<file path="config.mk">
export PLATFORM = sky130hd
export DESIGN_NAME = renode_ahb_arbiter
export DESIGN_NICKNAME = d
export VERILOG_FILES = /design/src/rtl/renode_ahb_pkg.sv /design/src/rtl/renode_ahb_rr_picker.sv /design/src/rtl/renode_ahb_arbiter.sv
export SDC_FILE = /design/constraint.sdc
export NUM_CORES = 1
export LEC_CHECK = 0
export BUFFER_PORTS_ARGS = -buffer_cell sky130_fd_sc_hd__buf_4
export CAP_MARGIN = 5
export CORE_AREA = 8 8 163 165
export DETAILED_ROUTE_END_ITERATION = 6
export DIE_AREA = 0 0 171 173
export GPL_TIMING_DRIVEN = 0
export PLACE_DENSITY_LB_ADDON = 0.25
export SLEW_MARGIN = 5
export SYNTH_ARGS = -nofsm -noshare
export SYNTH_HDL_FRONTEND = slang
export SYNTH_SLANG_ARGS = --single-unit
</file>
<file path="constraint.sdc">
create_clock -name hclk -period 3.8 [get_ports hclk]
set_clock_uncertainty 0.1 [all_clocks]
set_input_delay 0.76 -clock hclk [delete_from_list [all_inputs] [get_ports hclk]]
set_output_delay 0.76 -clock hclk [all_outputs]
set_load 0.01 [all_outputs]
</file>
<file path="src/rtl/renode_ahb_pkg.sv">
// Shared AHB types for the Renode cosim bus fabric, plus the arbiter's
// round-robin helper.
package renode_ahb_pkg;

    localparam int MaxManagers = 16;

    typedef enum logic [1:0] {
        Idle   = 2'b00,
        Busy   = 2'b01,
        NonSeq = 2'b10,
        Seq    = 2'b11
    } htrans_e;

    typedef enum logic {
        Okay  = 1'b0,
        Error = 1'b1
    } hresp_e;

    typedef logic [3:0] manager_index_t;

    typedef enum logic {
        IdlePark,
        Owned
    } arb_state_e;

    // Searches pointer+1, pointer+2, ... wrapping at num. pointer itself is
    // visited last. Returns pointer when nothing is requesting.
    function automatic manager_index_t next_rr(
        input logic [MaxManagers-1:0] requests,
        input manager_index_t         pointer,
        input int                     num
    );
        manager_index_t pick;
        logic           found;
        logic [4:0]     idx;
        pick  = pointer;
        found = 1'b0;
        for (int i = 1; i <= MaxManagers; i++) begin
            idx = {1'b0, pointer} + 5'(i);
            if (idx >= 5'(num)) begin
                idx = idx - 5'(num);
            end
            if (i <= num && !found && requests[idx[3:0]]) begin
                pick  = idx[3:0];
                found = 1'b1;
            end
        end
        return pick;
    endfunction

endpackage

</file>
<file path="src/rtl/renode_ahb_rr_picker.sv">
// Combinational round-robin select: the first requester after the pointer,
// reported both as an index and as a one-hot vector.
module renode_ahb_rr_picker
    import renode_ahb_pkg::*;
#(
    parameter int  NumManagers = 4,
    localparam int IdxW        = $clog2(NumManagers)
) (
    input  logic [NumManagers-1:0] requests,
    input  logic [IdxW-1:0]        pointer,
    output logic [NumManagers-1:0] grant_onehot,
    output logic [IdxW-1:0]        grant_index,
    output logic                   any_request
);

    logic [MaxManagers-1:0] req_ext;
    manager_index_t         pick;

    assign req_ext     = MaxManagers'(requests);
    assign pick        = next_rr(req_ext, 4'(pointer), NumManagers);
    assign grant_index = IdxW'(pick);
    assign any_request = |requests;

    for (genvar gi = 0; gi < NumManagers; gi++) begin : g_onehot
        assign grant_onehot[gi] = any_request && (grant_index == IdxW'(gi));
    end

endmodule

</file>
<file path="src/rtl/renode_ahb_arbiter.sv">
// Round-robin arbiter sharing one AHB subordinate between several managers;
// grants move only at transfer boundaries and never during a locked sequence.
module renode_ahb_arbiter
    import renode_ahb_pkg::*;
#(
    parameter int  NumManagers    = 4,
    parameter int  AddressWidth   = 32,
    parameter int  DataWidth      = 32,
    parameter int  DefaultManager = 0,
    localparam int IdxW           = $clog2(NumManagers)
) (
    input  logic                              hclk,
    input  logic                              hreset,
    input  logic [NumManagers-1:0]            m_hbusreq,
    input  logic [NumManagers-1:0]            m_hlock,
    input  logic [NumManagers*AddressWidth-1:0] m_haddr,
    input  logic [NumManagers*2-1:0]          m_htrans,
    input  logic [NumManagers-1:0]            m_hwrite,
    input  logic [NumManagers*3-1:0]          m_hsize,
    input  logic [NumManagers*DataWidth-1:0]  m_hwdata,
    output logic [NumManagers-1:0]            m_hgrant,
    output logic                              m_hready,
    output logic [DataWidth-1:0]              m_hrdata,
    output logic                              m_hresp,
    output logic [AddressWidth-1:0]           s_haddr,
    output logic [1:0]                        s_htrans,
    output logic                              s_hwrite,
    output logic [2:0]                        s_hsize,
    output logic [DataWidth-1:0]              s_hwdata,
    output logic                              s_hready,
    input  logic                              s_hreadyout,
    input  logic [DataWidth-1:0]              s_hrdata,
    input  logic                              s_hresp,
    output logic [IdxW-1:0]                   hmaster,
    output logic [IdxW-1:0]                   hmaster_data,
    output logic                              hmastlock
);

    localparam logic [IdxW-1:0]        DefaultIdx    = IdxW'(DefaultManager);
    localparam logic [NumManagers-1:0] DefaultOneHot = NumManagers'(1) << DefaultManager;

    logic [AddressWidth-1:0] addr_arr  [NumManagers];
    logic [1:0]              trans_arr [NumManagers];
    logic [2:0]              size_arr  [NumManagers];
    logic [DataWidth-1:0]    wdata_arr [NumManagers];

    for (genvar gi = 0; gi < NumManagers; gi++) begin : g_unpack
        assign addr_arr[gi]  = m_haddr[gi*AddressWidth +: AddressWidth];
        assign trans_arr[gi] = m_htrans[gi*2 +: 2];
        assign size_arr[gi]  = m_hsize[gi*3 +: 3];
        assign wdata_arr[gi] = m_hwdata[gi*DataWidth +: DataWidth];
    end

    logic [NumManagers-1:0] grant_reg;
    logic [IdxW-1:0]        hmaster_reg;
    logic [IdxW-1:0]        hmaster_data_reg;
    logic                   hmastlock_reg;
    logic                   data_phase_valid_reg;
    logic                   err_term_reg;
    arb_state_e             state_reg;

    htrans_e owner_trans;
    logic    owner_req;
    logic    owner_lock;
    logic    mid_burst;
    logic    park;
    logic    lock_now;
    logic    boundary_raw;
    logic    boundary;

    logic [NumManagers-1:0] pick_onehot;
    logic [IdxW-1:0]        pick_index;
    logic                   pick_any;

    assign owner_trans = htrans_e'(trans_arr[hmaster_reg]);
    assign owner_req   = m_hbusreq[hmaster_reg];
    assign owner_lock  = m_hlock[hmaster_reg];

    // The owner is still mid-burst when its own previous transfer is in data phase.
    assign mid_burst = (state_reg == Owned) && data_phase_valid_reg
                       && (hmaster_data_reg == hmaster_reg);
    assign park      = !owner_req && !mid_burst;

    // The NonSeq that opens a locked sequence already holds the bus.
    assign lock_now     = owner_lock && (hmastlock_reg || owner_trans == NonSeq);
    assign boundary_raw = s_hreadyout && (owner_trans == Idle || owner_trans == NonSeq
                                          || !owner_req || err_term_reg);
    assign boundary     = boundary_raw && !lock_now;

    renode_ahb_rr_picker #(
        .NumManagers (NumManagers)
    ) u_picker (
        .requests     (m_hbusreq),
        .pointer      (hmaster_reg),
        .grant_onehot (pick_onehot),
        .grant_index  (pick_index),
        .any_request  (pick_any)
    );

    always_ff @(posedge hclk) begin
        if (hreset) begin
            grant_reg            <= DefaultOneHot;
            hmaster_reg          <= DefaultIdx;
            hmaster_data_reg     <= DefaultIdx;
            hmastlock_reg        <= 1'b0;
            data_phase_valid_reg <= 1'b0;
            err_term_reg         <= 1'b0;
            state_reg            <= IdlePark;
        end else begin
            if (s_hreadyout) begin
                hmaster_data_reg     <= hmaster_reg;
                data_phase_valid_reg <= (s_htrans == NonSeq) || (s_htrans == Seq);
                err_term_reg         <= 1'b0;
            end else if (hresp_e'(s_hresp) == Error) begin
                err_term_reg <= 1'b1;
            end

            if (s_hreadyout && owner_trans == NonSeq && owner_lock && !park) begin
                hmastlock_reg <= 1'b1;
            end else if (boundary_raw && !owner_lock) begin
                hmastlock_reg <= 1'b0;
            end

            if (boundary) begin
                if (pick_any) begin
                    grant_reg   <= pick_onehot;
                    hmaster_reg <= pick_index;
                    state_reg   <= Owned;
                end else begin
                    grant_reg   <= DefaultOneHot;
                    hmaster_reg <= DefaultIdx;
                    state_reg   <= IdlePark;
                end
            end
        end
    end

    assign s_haddr  = addr_arr[hmaster_reg];
    assign s_htrans = park ? Idle : owner_trans;
    assign s_hwrite = m_hwrite[hmaster_reg];
    assign s_hsize  = size_arr[hmaster_reg];
    assign s_hwdata = wdata_arr[hmaster_data_reg];
    assign s_hready = s_hreadyout;

    assign m_hgrant     = grant_reg;
    assign m_hready     = s_hreadyout;
    assign m_hrdata     = s_hrdata;
    assign m_hresp      = s_hresp;
    assign hmaster      = hmaster_reg;
    assign hmaster_data = hmaster_data_reg;
    assign hmastlock    = hmastlock_reg;

endmodule
</file>
After elaboration in Yosys (flattened, before gate mapping) --
Cells that the tools add are included.
Word-level totals: bits in registers 12, input bits 324, output and inout port bits 114
Operators by class: add/subtract/negate cells 8, order comparisons 11, equal/unequal tests 7, multiplexer cells 43, bitwise gates (word level) 2, reduce and logical (&&, ||, !) cells 35
Operators with widths (number):
- $bmux 32 s2 | 2
- $mux 32 | 4
- $ge 5x3->1 const B | 4
- $lt 4x5->1 const B | 4
- $mux 4 | 5
- $logic_and 1x1->1 | 17
- $bmux 1 s4 | 4
- $mux 2 | 8
- $sub 4x3->4 const B | 4
- $mux 1 | 13
- $eq 2x2->1 const B | 5
- $logic_not 1->1 | 8
- $add 2x2->3 const B | 2
- $bmux 1 s2 | 3
- $bmux 3 s2 | 1
- $ge 3x3->1 const B | 2
- $mux 3 | 2
- $not 2->3 | 2
- $logic_or 1x1->1 | 5
- $add 2x3->4 const B | 1
- $bmux 2 s2 | 1
- $logic_not 2->1 | 2
- $reduce_or 4->1 | 1
- $add 2x1->3 const B | 1
- other kinds (5) | 5

Logic depth before layout (Yosys ltp) --
Gate-level depths: netlist of run 1.
depth in word-level cells 18, depth in mapped cells 10, depth with buffers taken out 8

By module --
A second synthesis of run 1 with hierarchy kept.
Unflattened totals: cell total of the unflattened synthesis 234, area total of the unflattened synthesis 2964.1 um^2
Modules (own cells, without submodules):
- renode_ahb_arbiter | times used 1, cells an instance 183, area each 2532.4 um^2, seq. area each 240.2 um^2
- renode_ahb_rr_picker | times used 1, cells an instance 51, area each 431.7 um^2, seq. area each 0.0 um^2

Worst setup path after synthesis of run 1 --
No wires, ideal clock.
path type flip-flop to output port, start point reg hmaster_reg[0] (netlist: hmaster[0]), end point out s_haddr[24], arrival 1.954 ns, setup slack 0.986 ns, stages on the path, launching flop included 6, buffers on the path 4, path through dfxtp_1 > buf_6 > buf_2 > buf_2 > buf_2 > mux4_2
Between the ends: longest elaborated chain between the ends 4
RTL lines:
- from (decl) | RTL line renode_ahb_arbiter.sv:55 | logic [IdxW-1:0] hmaster_reg;
- from (signal assigned) | RTL line renode_ahb_arbiter.sv:103 | hmaster_reg <= DefaultIdx;
- from (signal assigned) | RTL line renode_ahb_arbiter.sv:127 | hmaster_reg <= pick_index;
- from (signal assigned) | RTL line renode_ahb_arbiter.sv:131 | hmaster_reg <= DefaultIdx;
- $not 2->3 (implied by the code) | RTL line renode_ahb_arbiter.sv:138 | assign s_haddr = addr_arr[hmaster_reg];
- $bmux 32 s2 | RTL line renode_ahb_arbiter.sv:138
- $mux 32 (implied by the code) (2 in a row) | RTL line renode_ahb_arbiter.sv:138
- to (decl) | RTL line renode_ahb_arbiter.sv:25 | output logic [AddressWidth-1:0] s_haddr,
No other way between the ends. The select of a mux whose other input is x is not followed.

Worst setup path in the final report of run 1 --
start point reg hmaster_reg[1] (netlist: hmaster[1]), end point out s_haddr[30]
The elaborated chain is that of the path after synthesis.

==> results.yml, run 1 <==
global_route:
  antenna_found_initial: 0
  use_met2: 0.222
  grt.overflow.total: 0
  top_usage_layer: "met2"
  grt_pass1_vias: 4245
  grt_pass1_wl_um: 26800
  grt_max_degree: 11
  met1_usage: 0.125
  grtUsageTotal: 0.118
  use_met3: 0.0424
floorplan:
  rows: 57
  initial_core_util: 0.116
  coreArea_um2: 24000
  ios: 438
  die_area_um2: 29600
  die_w_um: 171
  die_h_um: 173
worst_setup_path:
  endpoint_kind: "output pin"
  crit_type: "register to output pin"
  critPathLaunchType: "register"
  worstPathMaxFanout: 10
  arrival_ns: 2.77
  critPathRequiredTime_ns: 2.94
sta:
  slew_viol_final: 0
  timing.fmax_mhz: 276
  setup_tns_ns: 0
  hold_violations: 0
  slew_headroom: 0.469
  rsz0062_at_grt: "false"
  finalSetupViolations: 0
  tightestPinTransition_ns: 0.796
  period_share: 0.954
  min_period_ns: 3.63
cts:
  cts_tree: "built"
  clk_latency_ns: 0.24
  hold_buffers: 0
  numCtsBuffers: 3
  cts_resized: 0
  h-tree-depth: 1
  cts_setup_buffers: 0
  cts.sinks: 12
  cts_buffer_depth: 2
  clkTransAtPathRegs_ns: 0.05
  cts-root-buf: "clkbuf_16"
synth:
  synth_top_family_by_area: "multiplexers"
  netlist_area_um2: 2770
  synthMuxAreaShare: 0.615
  syn-num-nets: 545
  synth_seq_cells: 12
  synthAdderAreaFrac: 0.0181
  yosys.area_share.simple: 0.0759
  synth_xor_xnor_area_share: 0.00632
  syn_inst: 217
  yosys_warnings: 0
  seq_area_frac_synth: 0.0867
  synth_cell_type_count: 45
  synth_compound_area_frac: 0.0610
  avgSynthCellArea_um2: 12.8
layout:
  antenna_cells: 0
  largest_reg_flops: 4
  n_fill_cell: 2618
  drive_gt1_frac: 0.846
  final_cell_mix: "buf_4, mux4_2, dfxtp_1"
  layout.cells.most_common: "buf_4"
  nets: 954
  area_growth_pct: 127
  layoutNonFillerInstCount: 949
min_path:
  hp-class: "register to register"
place:
  dpl.cell_count: 945
  portBuffers: 404
  place.gp.congestion: 0.765
  dp_hpwl_um: 17200
route:
  drt_first_pass_iters: 6
  drt.antenna.violating_nets: 0
  vias: 3721
  viasPerCell: 3.92
  post_drt_wl_per_cell_um: 19.9
  drt_wl_total_um: 18900
  drc: 0
  initialDrtViolationCount: 131
power:
  ir_worst_vdd_v: 0.000155
  p_leak_nw: 2.89
  power_density_nw_per_um2: 324
run_status:
  status: "finished clean"
flow_run:
  drv_cap: 0
-- metal layers --
layer  vias to the layer above  wire (um)  part of all wire
met5                         -          0                 0
met1                      1787       6720              0.36
met3                         2       2140              0.11
li1                       1703          -                 -
met2                       229       9930              0.53
met4                         0         90            0.0048
-- area by class of cell --
cell class | count | area [um2] | share of cell area
Multi-Input combinational cell | 145 | 2150 | 0.342
Sequential cell | 12 | 240 | 0.0381
Inverter | 3 | 11.3 | 0.00179
Buffer | 57 | 368 | 0.0584
Clock buffer | 4 | 88.8 | 0.0141
Tap cell | 324 | 405 | 0.0644
Timing Repair Buffer | 404 | 3030 | 0.482
-- logic make-up (layout without fill, tap and decap cells) --
kind of cell / count (synthesis) / count (layout)
multiplexers: 80 / 80
adder cells (fa/ha/maj): 4 / 4
flip-flops: 12 / 12
XOR/XNOR: 2 / 2
AO/OA/AOI/OAI: 22 / 22
AND/OR/NAND/NOR: 37 / 37
buffers and inverters: 60 / 468
-- stage by stage --
stage                     setup WS (ns)  hold slack (ns)  utilization  power (mW)  area [um2]
after floorplan                   0.986            0.360            -        1.05        2770
after global placement            0.320            0.383        0.259        1.86        6210
after detailed placement          0.362            0.383        0.259        1.86        6210
after CTS                        0.0836            0.395        0.263        2.09        6300
after global routing             0.0156            0.414        0.263        2.20        6300
final                             0.175            0.397        0.263        2.04        6300
-- power breakdown --
group | switching, mW | internal (mW) | total (mW)
logic | 0.707 | 0.933 | 1.64
registers | 0.0283 | 0.153 | 0.181
clock network | 0.0631 | 0.160 | 0.223
total | 0.798 | 1.25 | 2.04
-- cell usage after synthesis (all sizes together) --
master,n,area [um2]
clkbuf,7,26.3
or2,1,6.26
nor2,7,26.3
and4b,1,10.0
a211oi,1,7.51
nand3b,2,15.0
nand2b,2,12.5
nand4,3,18.8
o21a,1,7.51
nor3,2,10.0
and2b,1,7.51
mux2,2,22.5
a221oi,1,8.76
o32a,1,10.0
nor3b,2,15.0
o21ai,3,18.8
nor2b,3,18.8
or4,1,7.51
and3,2,12.5
a32oi,2,17.5
nor4,1,6.26
nand2,7,26.3
mux2i,6,60.1
a41o,1,10.0
o211ai,1,7.51
xnor2,2,17.5
o31ai,1,12.5
buf,50,342
ha,4,50.1
o22a,1,8.76
mux4,72,1620
o41ai,1,8.76
dfxtp,12,240
inv,3,11.3
a21oi,4,20.0
a21o,1,7.51
a41oi,2,17.5
o22ai,1,6.26
or3,2,17.5
-- critical path: stages (launching register included) --
cell     delay [ns]
dfxtp_1        0.55
buf_2          0.35
buf_1          0.46
buf_1          0.56
mux4_2         0.42
buf_4          0.17
-- final timing paths --
kind	startpoint	endpoint	slack [ns]	depth (start not counted)
setup / recovery	hmaster[1]$_SDFFE_PP0P_	s_haddr[30]	0.17	5
setup reg to reg	hmaster[0]$_SDFFE_PP0P_	m_hgrant[3]$_SDFFE_PP0P_	0.99	10
hold / removal	err_term_reg$_SDFFE_PP0P_	err_term_reg$_SDFFE_PP0P_	0.40	2
hold reg to reg	err_term_reg$_SDFFE_PP0P_	err_term_reg$_SDFFE_PP0P_	0.40	2
Note: power is estimated with default switching activity, not from simulation.
==> inputs of run 2 (changes only) <==
Settings changed: CTS_BUF_LIST set to sky130_fd_sc_hd__clkbuf_16.
==> run 2 against run 1 <==
- setup slack better by 0.0012 ns
- sequential share of layout area hardly changed
- global-route usage stayed put
- largest cell class unchanged
==> results.yml, run 2 (synthesis gave the netlist of run 1 again) <==
cts:
  cts.sinks: 12
  h-tree-depth: 1
  cts_tree: "built"
  cts_resized: 0
  cts_buffer_depth: 2
  cts-root-buf: "clkbuf_16"
  hold_buffers: 0
  numCtsBuffers: 3
  clk_latency_ns: 0.24
  clkTransAtPathRegs_ns: 0.05
  cts_setup_buffers: 0
worst_setup_path:
  critPathRequiredTime_ns: 2.94
  worstPathMaxFanout: 10
  arrival_ns: 2.76
  rr_worst_depth: 10
  crit_type: "register to output pin"
  critPathTopFamily: "buffers and inverters"
  endpoint_kind: "output pin"
  timing.critical_path.mode_cell: "buf_1"
  cp.buffers_inverters: 4
  critPathSlowestCell: "buf_1"
  rr_startpoint: "hmaster[0]$_SDFFE_PP0P_"
  timing.rr.end: "m_hgrant[3]$_SDFFE_PP0P_"
  max_stage_delay_ns: 0.56
  rrSetupSlack_ns: 0.99
  critPathLaunchType: "register"
  worstPathCellList: "buf_2 -> buf_1 -> buf_1 -> mux4_2 -> buf_4"
flow_run:
  drv_cap: 0
route:
  vias: 3721
  initialDrtViolationCount: 131
  viasPerCell: 3.92
  drt.antenna.violating_nets: 0
  drc: 0
  drt_first_pass_iters: 6
  drt_wl_total_um: 18900
  post_drt_wl_per_cell_um: 19.9
min_path:
  hp-class: "register to register"
  min_from: "err_term_reg$_SDFFE_PP0P_"
  hold_end: "err_term_reg$_SDFFE_PP0P_"
  whs_path_depth: 2
sta:
  hold_violations: 0
  timing.fmax_mhz: 276
  setup_tns_ns: 0
  min_period_ns: 3.62
  setup_slack_ns: 0.176
  rsz0062_at_grt: "false"
  period_share: 0.954
  tightestPinTransition_ns: 0.796
  holdWs_ns: 0.397
  slew_headroom: 0.469
  slew_viol_final: 0
  finalSetupViolations: 0
global_route:
  grt_pass1_vias: 4245
  grt.overflow.total: 0
  grt_max_degree: 11
  grtUsageTotal: 0.118
  antenna_found_initial: 0
  grt_pass1_wl_um: 26800
power:
  ir_worst_vdd_v: 0.000155
  p_leak_nw: 2.88
  finalPower_mw: 2.02
  power_density_nw_per_um2: 322
place:
  place_area_um2: 6210
  dpl.cell_count: 945
  place_ws_ns: 0.362
  portBuffers: 404
  dp_hpwl_um: 17200
  place.gp.congestion: 0.765
layout:
  final_cell_mix: "buf_4, mux4_2, dfxtp_1"
  layoutNonFillerInstCount: 949
  largest_reg_flops: 4
  area_growth_pct: 127
  layout.cells.most_common: "buf_4"
  drive_gt1_frac: 0.845
  nets: 954
  final_cell_area_um2: 6290
  antenna_cells: 0
  post-route-util: 0.262
floorplan:
  die_area_um2: 29600
  coreArea_um2: 24000
  rows: 57
  die_h_um: 173
  initial_core_util: 0.116
  die_w_um: 171
  ios: 438
run_status:
  status: "finished clean"
-- run 2: report_power, final --
group	internal [mW]	switching [mW]	leakage [nW]	total (mW)
logic	0.933	0.707	2.75	1.64
clock network	0.139	0.0623	0.0385	0.202
registers	0.153	0.0283	0.0981	0.181
total	1.22	0.797	2.88	2.02
-- run 2: layout make-up --
type	count	area [um2]
Buffer	57	368
Tap cell	324	405
Clock inverter	1	3.75
Sequential cell	12	240
Fill cell	2619	17700
Clock buffer	3	75.1
Timing Repair Buffer	404	3030
Inverter	3	11.3
Multi-Input combinational cell	145	2150
-- run 2: worst max path at each step --
stage | start | endpoint | slack, ns | depth (start not counted)
2_1_floorplan | hmaster[0]$_SDFFE_PP0P_ | s_haddr[24] | 0.99 | 5
3_3_place_gp | hmaster[1]$_SDFFE_PP0P_ | s_haddr[30] | 0.32 | 5
3_5_place_dp | hmaster[1]$_SDFFE_PP0P_ | s_haddr[30] | 0.36 | 5
4_1_cts | hmaster[1]$_SDFFE_PP0P_ | s_haddr[30] | 0.08 | 5
5_1_grt | hmaster[1]$_SDFFE_PP0P_ | s_haddr[30] | 0.02 | 5
6_report | hmaster[1]$_SDFFE_PP0P_ | s_haddr[30] | 0.18 | 5
-- run 2: worst register-to-register path, stage by stage, from the launching register on --
cell and delay [ns]:
dfxtp_1 0.49, buf_6 0.21, buf_2 0.26, inv_1 0.13
ha_1 0.32, inv_1 0.14, a41oi_1 0.06, and3_1 0.22
nor3_1 0.30, o21ai_0 0.18, o41ai_1 0.30
-- run 2: layer usage --
layer,share of wire,vias to the layer above,wire length [um],track usage
li1,-,1703,-,-
met1,0.36,1787,6720,0.125
met2,0.53,229,9930,0.222
met3,0.11,2,2140,0.0424
met4,0.0048,0,90,0.0174
met5,0,-,0,0
